## config.mk

```make
export PLATFORM = sky130hd
export DESIGN_NAME = gen_sched_ctrl_flat
export DESIGN_NICKNAME = d
export VERILOG_FILES = /design/src/rtl/gen_sched_ctrl_if.sv /design/src/rtl/gen_sched_ctrl.sv /design/src/flat_wrapper.sv
export SDC_FILE = /design/constraint.sdc
export NUM_CORES = 1
export LEC_CHECK = 0
export ABC_AREA = 1
export CAP_MARGIN = 20
export CORE_ASPECT_RATIO = 1.2
export CORE_MARGIN = 4
export CORE_UTILIZATION = 45
export CTS_CLUSTER_SIZE = 20
export DETAILED_ROUTE_END_ITERATION = 6
export PLACE_DENSITY = 0.74
export RECOVER_POWER = 100
export SLEW_MARGIN = 30
export SYNTH_ARGS = -nofsm -noshare
export SYNTH_HDL_FRONTEND = slang
export SYNTH_SLANG_ARGS = --single-unit
```

## constraint.sdc

```tcl
create_clock -name clk -period 1.6 [get_ports clk]
set_input_delay 0.48 -clock clk [delete_from_list [all_inputs] [get_ports clk]]
set_output_delay 0.48 -clock clk [all_outputs]
set_load 0.02 [all_outputs]
```

## src/rtl/gen_sched_ctrl_if.sv

```systemverilog
// -----------------------------------------------------------------------------
// gen_sched_ctrl_if
// Start/done handshake between the generation scheduler and the Round and copy
// engines. Every signal is a one-cycle pulse that is synchronous to clk_vga.
//
//   round_start_o : scheduler -> Round engine, starts one Round pass
//   round_done_i  : Round engine -> scheduler, the Round pass has finished
//   copy_start_o  : scheduler -> copy engine, starts one temp->buffer copy
//   copy_done_i   : copy engine -> scheduler, the copy has finished
//
// Modports:
//   master : scheduler side (drives the start pulses)
//   slave  : engine side (drives the done pulses)
// -----------------------------------------------------------------------------
interface gen_sched_ctrl_if;
    logic round_start_o;
    logic round_done_i;
    logic copy_start_o;
    logic copy_done_i;

    modport master (
        output round_start_o,
        output copy_start_o,
        input  round_done_i,
        input  copy_done_i
    );

    modport slave (
        input  round_start_o,
        input  copy_start_o,
        output round_done_i,
        output copy_done_i
    );
endinterface

```

## src/rtl/gen_sched_ctrl.sv

```systemverilog
// -----------------------------------------------------------------------------
// gen_sched_ctrl
// Sequences one Game-of-Life generation:
//   1. COMPUTE  : the Round engine reads the engine-side buffer and writes temp.
//   2. COPY_A   : temp is copied into the engine-side buffer.
//   3. WAIT_VS  : wait for the start of vertical sync, so the swap is frame aligned.
//   4. SWAP     : buf_sel_o toggles and the generation counter increments.
//   5. COPY_B   : temp is copied into the new engine-side buffer (the stale one).
// After step 5 both buffers hold the new generation. buf_sel_o drives the RAM
// muxes in the top level. VGA always reads the buffer that buf_sel_o does not select.
//
// Ports:
//   clk          pixel/system clock (clk_vga domain)
//   rst_n        asynchronous reset, active low
//   tick_i       one-cycle evolution tick; acts as a trigger only while run_i = 1
//   run_i        level; 1 = free-run on ticks
//   step_i       one-cycle single-step request; acts as a trigger whatever run_i is
//   vsync_i      VGA vertical sync, synchronous to clk
//   eng          start/done handshake to the engines (master modport)
//   buf_sel_o    engine-side buffer index
//   busy_o       1 whenever the state is not IDLE
//   phase_o      current state encoding (IDLE=0 ... COPY_B=5)
//   gen_count_o  completed generations; wraps to 0 at 2^GEN_W
//   overrun_o    sticky; a trigger was dropped because one was already pending
//   error_o      sticky; an engine phase was aborted by the watchdog
//
// Optional build macro GEN_TIMEOUT_EN:
//   When it is defined, a watchdog limits COMPUTE, COPY_A and COPY_B to TIMEOUT_CYC
//   cycles each. On expiry the FSM returns to IDLE and sets error_o.
//   When it is undefined, no watchdog exists, error_o is 0 and the FSM waits
//   for the done pulses without a limit.
// -----------------------------------------------------------------------------
module gen_sched_ctrl #(
    parameter int GEN_W       = 16,
    parameter bit VS_ACTIVE   = 1'b1,
    parameter int TIMEOUT_CYC = 1048576
) (
    input  logic                    clk,
    input  logic                    rst_n,
    input  logic                    tick_i,
    input  logic                    run_i,
    input  logic                    step_i,
    input  logic                    vsync_i,
    gen_sched_ctrl_if.master        eng,
    output logic                    buf_sel_o,
    output logic                    busy_o,
    output logic [2:0]              phase_o,
    output logic [GEN_W-1:0]        gen_count_o,
    output logic                    overrun_o,
    output logic                    error_o
);

    typedef enum logic [2:0] {
        IDLE    = 3'd0,
        COMPUTE = 3'd1,
        COPY_A  = 3'd2,
        WAIT_VS = 3'd3,
        SWAP    = 3'd4,
        COPY_B  = 3'd5
    } state_t;

    state_t state_reg;
    logic   pending_reg;
    logic   vs_prev_reg;
    logic   trig;
    logic   vs_act;
    logic   vs_rise;
    logic   abort;

    assign trig    = (tick_i & run_i) | step_i;
    assign vs_act  = (vsync_i == VS_ACTIVE);
    // The previous sample is updated in every state. An edge that has already
    // occurred when WAIT_VS is entered therefore shows as vs_prev_reg = 1 and
    // does not count.
    assign vs_rise = vs_act & ~vs_prev_reg;
    assign phase_o = state_reg;

`ifdef GEN_TIMEOUT_EN
    localparam int TO_W = (TIMEOUT_CYC > 2) ? $clog2(TIMEOUT_CYC) : 1;

    logic [TO_W-1:0] to_cnt_reg;
    logic            error_reg;
    logic            timed_state;
    logic            done_here;

    assign timed_state = (state_reg == COMPUTE) || (state_reg == COPY_A) ||
                         (state_reg == COPY_B);
    assign done_here   = ((state_reg == COMPUTE) && eng.round_done_i) ||
                         (((state_reg == COPY_A) || (state_reg == COPY_B)) && eng.copy_done_i);
    // A done pulse in the last allowed cycle still wins over the abort.
    assign abort       = timed_state && !done_here &&
                         (to_cnt_reg == TO_W'(TIMEOUT_CYC - 1));
    assign error_o     = error_reg;

    // Counts the cycles spent in the current timed state. The counter is cleared
    // whenever the FSM leaves the state and whenever the FSM is in an untimed state.
    // Every entry into a timed state therefore starts with a count of 0.
    always_ff @(posedge clk or negedge rst_n) begin
        if (!rst_n) begin
            to_cnt_reg <= '0;
            error_reg  <= 1'b0;
        end else begin
            if (timed_state && !done_here && !abort) begin
                to_cnt_reg <= to_cnt_reg + TO_W'(1);
            end else begin
                to_cnt_reg <= '0;
            end
            if (abort) begin
                error_reg <= 1'b1;
            end
        end
    end
`else
    assign abort   = 1'b0;
    assign error_o = 1'b0;
`endif

    always_ff @(posedge clk or negedge rst_n) begin
        if (!rst_n) begin
            state_reg         <= IDLE;
            pending_reg       <= 1'b0;
            vs_prev_reg       <= 1'b0;
            eng.round_start_o <= 1'b0;
            eng.copy_start_o  <= 1'b0;
            buf_sel_o         <= 1'b0;
            busy_o            <= 1'b0;
            gen_count_o       <= '0;
            overrun_o         <= 1'b0;
        end else begin
            // The start pulses are high only in the first cycle of their state.
            eng.round_start_o <= 1'b0;
            eng.copy_start_o  <= 1'b0;
            vs_prev_reg       <= vs_act;

            // While busy, a trigger is held in a one-deep queue. A second trigger
            // is dropped and sets the overrun flag.
            if ((state_reg != IDLE) && trig) begin
                if (pending_reg) begin
                    overrun_o <= 1'b1;
                end else begin
                    pending_reg <= 1'b1;
                end
            end

            case (state_reg)
                IDLE: begin
                    if (trig || pending_reg) begin
                        state_reg         <= COMPUTE;
                        eng.round_start_o <= 1'b1;
                        busy_o            <= 1'b1;
                        // A new trigger and a pending trigger together: start
                        // with one of them and keep the other pending.
                        pending_reg       <= trig & pending_reg;
                    end
                end

                COMPUTE: begin
                    if (eng.round_done_i) begin
                        state_reg        <= COPY_A;
                        eng.copy_start_o <= 1'b1;
                    end else if (abort) begin
                        state_reg <= IDLE;
                        busy_o    <= 1'b0;
                    end
                end

                COPY_A: begin
                    if (eng.copy_done_i) begin
                        state_reg <= WAIT_VS;
                    end else if (abort) begin
                        state_reg <= IDLE;
                        busy_o    <= 1'b0;
                    end
                end

                WAIT_VS: begin
                    // The swap is applied on entry to SWAP, so the new buffer
                    // index and count are visible in the SWAP cycle itself.
                    if (vs_rise) begin
                        state_reg   <= SWAP;
                        buf_sel_o   <= ~buf_sel_o;
                        gen_count_o <= gen_count_o + GEN_W'(1);
                    end
                end

                SWAP: begin
                    state_reg        <= COPY_B;
                    eng.copy_start_o <= 1'b1;
                end

                COPY_B: begin
                    if (eng.copy_done_i) begin
                        state_reg <= IDLE;
                        busy_o    <= 1'b0;
                    end else if (abort) begin
                        state_reg <= IDLE;
                        busy_o    <= 1'b0;
                    end
                end

                default: begin
                    state_reg <= IDLE;
                    busy_o    <= 1'b0;
                end
            endcase
        end
    end

endmodule

```

## src/flat_wrapper.sv

```systemverilog
// flat-port wrapper written by rule: the top's interface ports become plain ports
module gen_sched_ctrl_flat 
#(
    parameter int GEN_W       = 16,
    parameter bit VS_ACTIVE   = 1'b1,
    parameter int TIMEOUT_CYC = 1048576
)
  (clk, rst_n, tick_i, run_i, step_i, vsync_i, buf_sel_o, busy_o, phase_o, gen_count_o, overrun_o, error_o, eng_round_start_o, eng_copy_start_o, eng_round_done_i, eng_copy_done_i);
  gen_sched_ctrl_if eng_i ();
  input  logic clk;
  input  logic rst_n;
  input  logic tick_i;
  input  logic run_i;
  input  logic step_i;
  input  logic vsync_i;
  output logic buf_sel_o;
  output logic busy_o;
  output logic [2:0] phase_o;
  output logic [GEN_W-1:0] gen_count_o;
  output logic overrun_o;
  output logic error_o;
  output wire logic [$bits(eng_i.round_start_o)-1:0] eng_round_start_o;
  output wire logic [$bits(eng_i.copy_start_o)-1:0] eng_copy_start_o;
  input wire logic [$bits(eng_i.round_done_i)-1:0] eng_round_done_i;
  input wire logic [$bits(eng_i.copy_done_i)-1:0] eng_copy_done_i;
  assign eng_round_start_o = eng_i.round_start_o;
  assign eng_copy_start_o = eng_i.copy_start_o;
  assign eng_i.round_done_i = eng_round_done_i;
  assign eng_i.copy_done_i = eng_copy_done_i;
  gen_sched_ctrl #(.GEN_W(GEN_W), .VS_ACTIVE(VS_ACTIVE), .TIMEOUT_CYC(TIMEOUT_CYC)) u_core (.clk(clk), .rst_n(rst_n), .tick_i(tick_i), .run_i(run_i), .step_i(step_i), .vsync_i(vsync_i), .eng(eng_i), .buf_sel_o(buf_sel_o), .busy_o(busy_o), .phase_o(phase_o), .gen_count_o(gen_count_o), .overrun_o(overrun_o), .error_o(error_o));
endmodule
```

==> impl_metrics.py, run 1 <==
metrics = {
    "layout": {
        "regMostFlops": "u_core.gen_count_o",
        "fin_nets": 222,
        "fillCellCount": 285,
        "multi_input_area_um2": 606,
        "drive_gt1_share_pct": 15.6,
        "syn_to_final_growth_pct": 34.6,
        "seq_area_um2": 651,
        "largest_reg_flops": 16,
        "final_cell_area_um2": 1810,
        "diodes": 0,
        "final_core_util_pct": 63.9,
    },
    "setup_path": {
        "path_cells": "dlygate4sd3_1, nand2_1, inv_1, nand2_1, nor2_4, nand2_1, xor2_1",
        "critPathArrivalTime_ns": 1.76,
        "worstSetupPathType": "in -> reg",
        "crit_top_cell": "nand2_1",
        "path_buf_inv": 2,
        "crit_required_ns": 1.82,
        "cpMaxStageDelayCell": "dlygate4sd3_1",
        "cp-end-kind": "flop",
        "cp_max_fo": 4,
        "crit_family": "buffers and inverters",
        "critPathLaunchType": "input port",
        "crit_path_max_incr_delay_ns": 0.54,
    },
    "floorplan": {
        "die_w_um": 58.0,
        "placementRows": 21,
        "fp.dieH_um": 67.9,
        "initial_core_util_pct": 47.5,
        "core_um2": 2840,
        "io_pins": 33,
        "dieArea_um2": 3940,
    },
    "synth": {
        "synthTopCellsByArea": "dfrtp_1 48%, nand2_1 13%, inv_1 5.0%, nor2_1 4.2%, nand3_1 4.1%",
        "synth_top_cell_by_area": "dfrtp_1",
        "netlist_instances": 158,
        "ys_seq_area_share_pct": 48.3,
        "synth.top_cell.area_share_pct": 48.3,
        "ys_warn_count": 0,
        "synth_area_um2": 1350,
        "synth_cell_types": 26,
        "synth_fp_nets": 167,
        "synth_area_per_cell_um2": 8.53,
        "synth_seq_cells": 26,
    },
    "clocking": {
        "cts_tree": "yes",
        "ctsHoldBuffers": 0,
        "cts_buffers": 3,
        "insertion_delay_ns": 0.32,
        "clkSinkCount": 26,
        "root_buffer": "clkbuf_4",
        "clock_path_buffers": 2,
        "htreeDepth": 1,
        "clk_pin_slew_ns": 0.14,
    },
    "timing": {
        "hold_viol_final": 0,
        "min_period_ns": 1.54,
        "fin_skew_ns": 0.00562,
        "slew_headroom_pct": 56.5,
        "setup_viol": 0,
        "slew_viol_final": 0,
        "layout_setup_ws_ns": 0.0610,
        "fmax_mhz": 650,
        "holdWs_ns": 0.480,
        "fin_crit_sh_pct": 96.2,
        "worstMarginPinSlew_ns": 0.652,
        "rsz0062_at_grt": "no",
    },
    "drt": {
        "wl_per_cell_um": 11.7,
        "vias": 1188,
        "drt-initial-drc-count": 37,
        "drt_wl_total_um": 2870,
        "final_antenna_net_count": 0,
        "vias_per_cell": 4.83,
        "route.detailed.drc": 0,
        "first_pass_iters": 4,
    },
    "power": {
        "peakVddDrop_mv": 1.06,
        "power.total_mw": 2.34,
        "power.density_nw_per_um2": 1290,
        "leakage_nw": 0.978,
    },
    "grt": {
        "grt.total_usage_pct": 16.1,
        "grt_antenna_before_repair": 0,
        "overflow": 0,
        "grt_first_pass_wirelength_um": 4890,
        "grt_max_degree": 27,
        "grt_pass1_vias": 1202,
    },
    "flow_run": {
        "maxCapViolations": 0,
    },
    "placement": {
        "globalplace.congestion": 0.802,
        "place_ws_ns": -0.201,
        "dp_hpwl_um": 2310,
        "port-buffer-count": 31,
        "placed_area_um2": 1830,
    },
    "status": {
        "status": "finished, final reports clean",
    },
    "min_path": {
        "hold_class": "reg -> reg",
    },
}
[stage by stage]
step | setup TNS (ns) | std cells
global placement | -2.30 | 240
detailed placement | -2.80 | 240
global route | 0 | 246
floorplan | 0 | 158
CTS | 0 | 244
finish | 0 | 246
[layer usage]
layer  vias to the layer above  track usage (%)  wire [um]
met5                         -                0          0
met4                         0             7.25         55
met1                       547             17.0       1150
li1                        599                -          -
met3                         7             3.58        162
met2                        35             30.4       1500
[worst paths after layout]
path	start	endpoint	slack, ns	depth (start not counted)
max in group asynchronous	rst_n	u_core.phase_o[2]$_DFFE_PN0P_	0.48	2
hold / removal	u_core.buf_sel_o$_DFFE_PN0P_	u_core.buf_sel_o$_DFFE_PN0P_	0.48	1
setup reg to reg	u_core.gen_count_o[1]$_DFFE_PN0P_	u_core.gen_count_o[12]$_DFFE_PN0P_	0.18	9
setup / recovery	vsync_i	u_core.gen_count_o[11]$_DFFE_PN0P_	0.06	7
min in group asynchronous	rst_n	u_core.gen_count_o[6]$_DFFE_PN0P_	0.70	2
hold reg to reg	u_core.buf_sel_o$_DFFE_PN0P_	u_core.buf_sel_o$_DFFE_PN0P_	0.48	1
[kinds of logic (layout without fill, tap and decap cells)]
logic type | Yosys count | count (layout) | synth area share [%]
AO/OA/AOI/OAI | 7 | 7 | 3.34
XOR/XNOR | 11 | 11 | 7.71
adder cells (fa/ha/maj) | 1 | 1 | 0.928
buffers and inverters | 20 | 74 | 5.85
flip-flops | 26 | 26 | 48.3
other | 1 | 1 | 0.278
AND/OR/NAND/NOR | 92 | 92 | 33.6
[synth_stat cells (all sizes together)]
cell and n:
a22oi 1, a21boi 1, nand4 4, dfrtp 26, nand3b 2, nand3 12, nor3 2, conb 1
o21ai 3, buf 1, ha 1, inv 19, xnor2 6, o31ai 1, o21bai 1, nor2 20
nand2 52, xor2 5
[layout by cell type, fill, tap and decap left out, drive strengths merged]
cell type / instances
xor2: 5
o21ai: 3
conb: 1
clkdlybuf4s15: 6
a22oi: 1
o21bai: 1
clkdlybuf4s50: 5
nand2: 52
nor3: 2
xnor2: 6
ha: 1
inv: 19
clkbuf: 12
dlygate4sd3: 2
a21boi: 1
buf: 17
nand3b: 2
dfrtp: 26
nand4: 4
nand3: 12
o31ai: 1
nor2: 20
dlygate4sd2: 13
[final cells by class]
cell class                 count  share of cell area [%]
tap                           34                    2.34
inverter                      19                    3.93
timing repair buffer          51                    22.5
multi-input combinational    112                    33.4
sequential                    26                    35.9
clock buffer                   4                    2.00
[power breakdown]
group / switching, mW / internal, mW / leakage, nW
sequential: 0.0830 / 0.806 / 0.327
clock: 0.190 / 0.139 / 0.0210
combinational: 0.686 / 0.437 / 0.630
[repair_timing]
| item | in CTS | in global routing |
|---|---|---|
| setup endpoints to repair | 24 | 11 |
| gates resized for setup | 26 | 14 |
| setup buffers | 0 | 2 |
| endpoints found under the hold margin | 0 | 0 |
Note: power is estimated with default switching activity, not from simulation.
==> inputs of run 2 (changes only) <==
--- a/config.mk
+++ b/config.mk
@@ -8,11 +8,11 @@
 export ABC_AREA = 1
 export CAP_MARGIN = 20
 export CORE_ASPECT_RATIO = 1.2
-export CORE_MARGIN = 4
-export CORE_UTILIZATION = 45
+export CORE_MARGIN = 8
+export CORE_UTILIZATION = 40
 export CTS_CLUSTER_SIZE = 20
 export DETAILED_ROUTE_END_ITERATION = 6
-export PLACE_DENSITY = 0.74
+export PLACE_DENSITY = 0.69
 export RECOVER_POWER = 100
 export SLEW_MARGIN = 30
 export SYNTH_ARGS = -nofsm -noshare
==> constraint.sdc (replaced) <==
create_clock -name clk -period 1.32 [get_ports clk]
set_input_delay 0.396 -clock clk [delete_from_list [all_inputs] [get_ports clk]]
set_output_delay 0.396 -clock clk [all_outputs]
set_load 0.02 [all_outputs]
==> run 2 against run 1 <==
The flow now finishes with violations (negative setup slack); first-iteration DRC count is 24% higher; power is 46% higher; die area is 39% higher; combinational power is 61% higher.
==> impl_metrics.py, run 2 (synthesized netlist as in run 1, its figures left out) <==
metrics = {
    "grt": {
        "grt_pass1_vias": 1272,
        "overflow": 0,
        "grt.total_usage_pct": 12.4,
        "grt_first_pass_wirelength_um": 5430,
        "grt_antenna_before_repair": 0,
        "grt_max_degree": 27,
    },
    "setup_path": {
        "cp-end-kind": "output port",
        "critPathLaunchType": "flop",
        "worstSetupPathType": "reg -> out",
        "crit_required_ns": 0.92,
        "critPathArrivalTime_ns": 0.95,
        "cp_max_fo": 2,
    },
    "status": {
        "violations": "negative setup slack",
        "status": "complete, but fails checks",
    },
    "clocking": {
        "clkSinkCount": 26,
        "insertion_delay_ns": 0.27,
        "htreeDepth": 1,
        "clk_pin_slew_ns": 0.09,
        "ctsHoldBuffers": 0,
        "cts_buffers": 3,
        "clock_path_buffers": 2,
        "cts_tree": "yes",
        "root_buffer": "clkbuf_8",
    },
    "timing": {
        "slew_headroom_pct": 55.9,
        "layout_setup_ws_ns": -0.0225,
        "min_period_ns": 1.34,
        "worstMarginPinSlew_ns": 0.662,
        "hold_viol_final": 0,
        "fin_skew_ns": 0.00477,
        "fin_tns_setup_ns": -0.0300,
        "setup_viol": 2,
        "fin_crit_sh_pct": 102,
        "fmax_mhz": 745,
        "slew_viol_final": 0,
        "rsz0062_at_grt": "yes",
    },
    "layout": {
        "diodes": 0,
        "regMostFlops": "u_core.gen_count_o",
        "final_cell_mix": "40 x nand2_1, 28 x buf_4, 22 x dfrtp_1, 21 x buf_2, 18 x inv_1",
        "drive_gt1_share_pct": 43.8,
        "largest_reg_flops": 16,
        "mostFrequentLayoutCell": "nand2_1",
        "fin_nets": 236,
        "final_cell_area_um2": 2030,
        "syn_to_final_growth_pct": 50.6,
        "fillCellCount": 304,
    },
    "drt": {
        "drt_wl_total_um": 3310,
        "wl_per_cell_um": 12.6,
        "vias": 1240,
        "vias_per_cell": 4.71,
        "final_antenna_net_count": 0,
        "first_pass_iters": 4,
        "drt-initial-drc-count": 46,
        "route.detailed.drc": 0,
    },
    "floorplan": {
        "fp.dieH_um": 79.6,
        "initial_core_util_pct": 41.1,
        "dieArea_um2": 5490,
        "core_um2": 3280,
        "io_pins": 33,
        "placementRows": 23,
        "die_w_um": 69.0,
    },
    "placement": {
        "globalplace.congestion": 0.834,
        "dp_hpwl_um": 2440,
        "placed_area_um2": 1910,
        "port-buffer-count": 31,
    },
    "power": {
        "leakage_nw": 1.09,
        "peakVddDrop_mv": 1.60,
        "power.density_nw_per_um2": 1680,
    },
    "flow_run": {
        "maxCapViolations": 0,
    },
    "min_path": {
        "hold_class": "in -> reg",
    },
}
run 2: cell count changes in the layout (fill, tap and decap cells not counted), sizes merged:
cell,change
dlygate4sd2,-12
dlygate4sd3,-1
buf,+39
clkdlybuf4s15,-5
clkbuf,-7
run 2: report_power, final:
part | internal (mW) | total (mW) | switching (mW)
combinational | 0.786 | 1.80 | 1.01
clock | 0.267 | 0.519 | 0.253
sequential | 0.989 | 1.10 | 0.111
run 2: critical path: stages, from the launching register on:
cell and delay [ns]:
dfrtp_2 0.42, buf_4 0.14, buf_6 0.12
run 2: through the flow:
stage | power [mW] | setup WS (ns) | util [%] | std cells | hold WS (ns)
finish | 3.42 | -0.0225 | 61.9 | 263 | 0.391
global route | 3.65 | -0.0859 | 61.9 | 263 | 0.391
CTS | 3.31 | -0.0384 | 61.4 | 260 | 0.388
detailed placement | 2.74 | -0.451 | 58.3 | 251 | 0.464
global placement | 2.69 | -0.380 | 58.3 | 251 | 0.460
floorplan | 1.95 | 0.0101 | - | 158 | 0.100
run 2: final cells by class:
class                           count  area, um^2  share of cell area [%]
Inverter                           19        76.3                    3.76
Tap cell                           37        46.3                    2.28
Clock buffer                        4        55.1                    2.71
Sequential cell                    26         656                    32.3
Multi-Input combinational cell    112         717                    35.3
Timing Repair Buffer               65         479                    23.6
run 2: repair_timing:
| action | 4_1_cts | 5_1_grt |
|---|---|---|
| endpoints found under the setup margin | 43 | 32 |
| gates resized for setup | 97 | 35 |
| pin swaps | 6 | 14 |
| setup buffers | 6 | 3 |
run 2: metal layers:
| metal | track usage (%) | wire length, um |
|---|---|---|
| met1 | 14.1 | 1390 |
| met2 | 21.7 | 1710 |
| met3 | 2.95 | 200 |
| met4 | 4.23 | 10 |
| met5 | 0 | 0 |
run 2: path summary, 6_finish.rpt:
kind / start / to / slack, ns / cells past startpoint
setup / recovery: u_core.phase_o[2]$_DFFE_PN0P_ / phase_o[2] / -0.02 / 2
hold / removal: vsync_i / u_core.vs_prev_reg$_DFF_PN0_ / 0.39 / 1
setup reg to reg: u_core.gen_count_o[1]$_DFFE_PN0P_ / u_core.gen_count_o[11]$_DFFE_PN0P_ / 0 / 8
hold reg to reg: u_core.busy_o$_DFFE_PN0P_ / u_core.busy_o$_DFFE_PN0P_ / 0.48 / 2
max in group asynchronous: rst_n / u_core.gen_count_o[1]$_DFFE_PN0P_ / 0.16 / 2
min in group asynchronous: rst_n / u_core.gen_count_o[5]$_DFFE_PN0P_ / 0.70 / 2
==> inputs of run 3 (changes only) <==
--- a/config.mk
+++ b/config.mk
@@ -14,7 +14,7 @@
 export DETAILED_ROUTE_END_ITERATION = 6
 export PLACE_DENSITY = 0.69
 export RECOVER_POWER = 100
-export SLEW_MARGIN = 30
+export SLEW_MARGIN = 40
 export SYNTH_ARGS = -nofsm -noshare
 export SYNTH_HDL_FRONTEND = slang
 export SYNTH_SLANG_ARGS = --single-unit
==> results of run 3 <==
Final layout, timing and power as in run 2 (identical DEF).
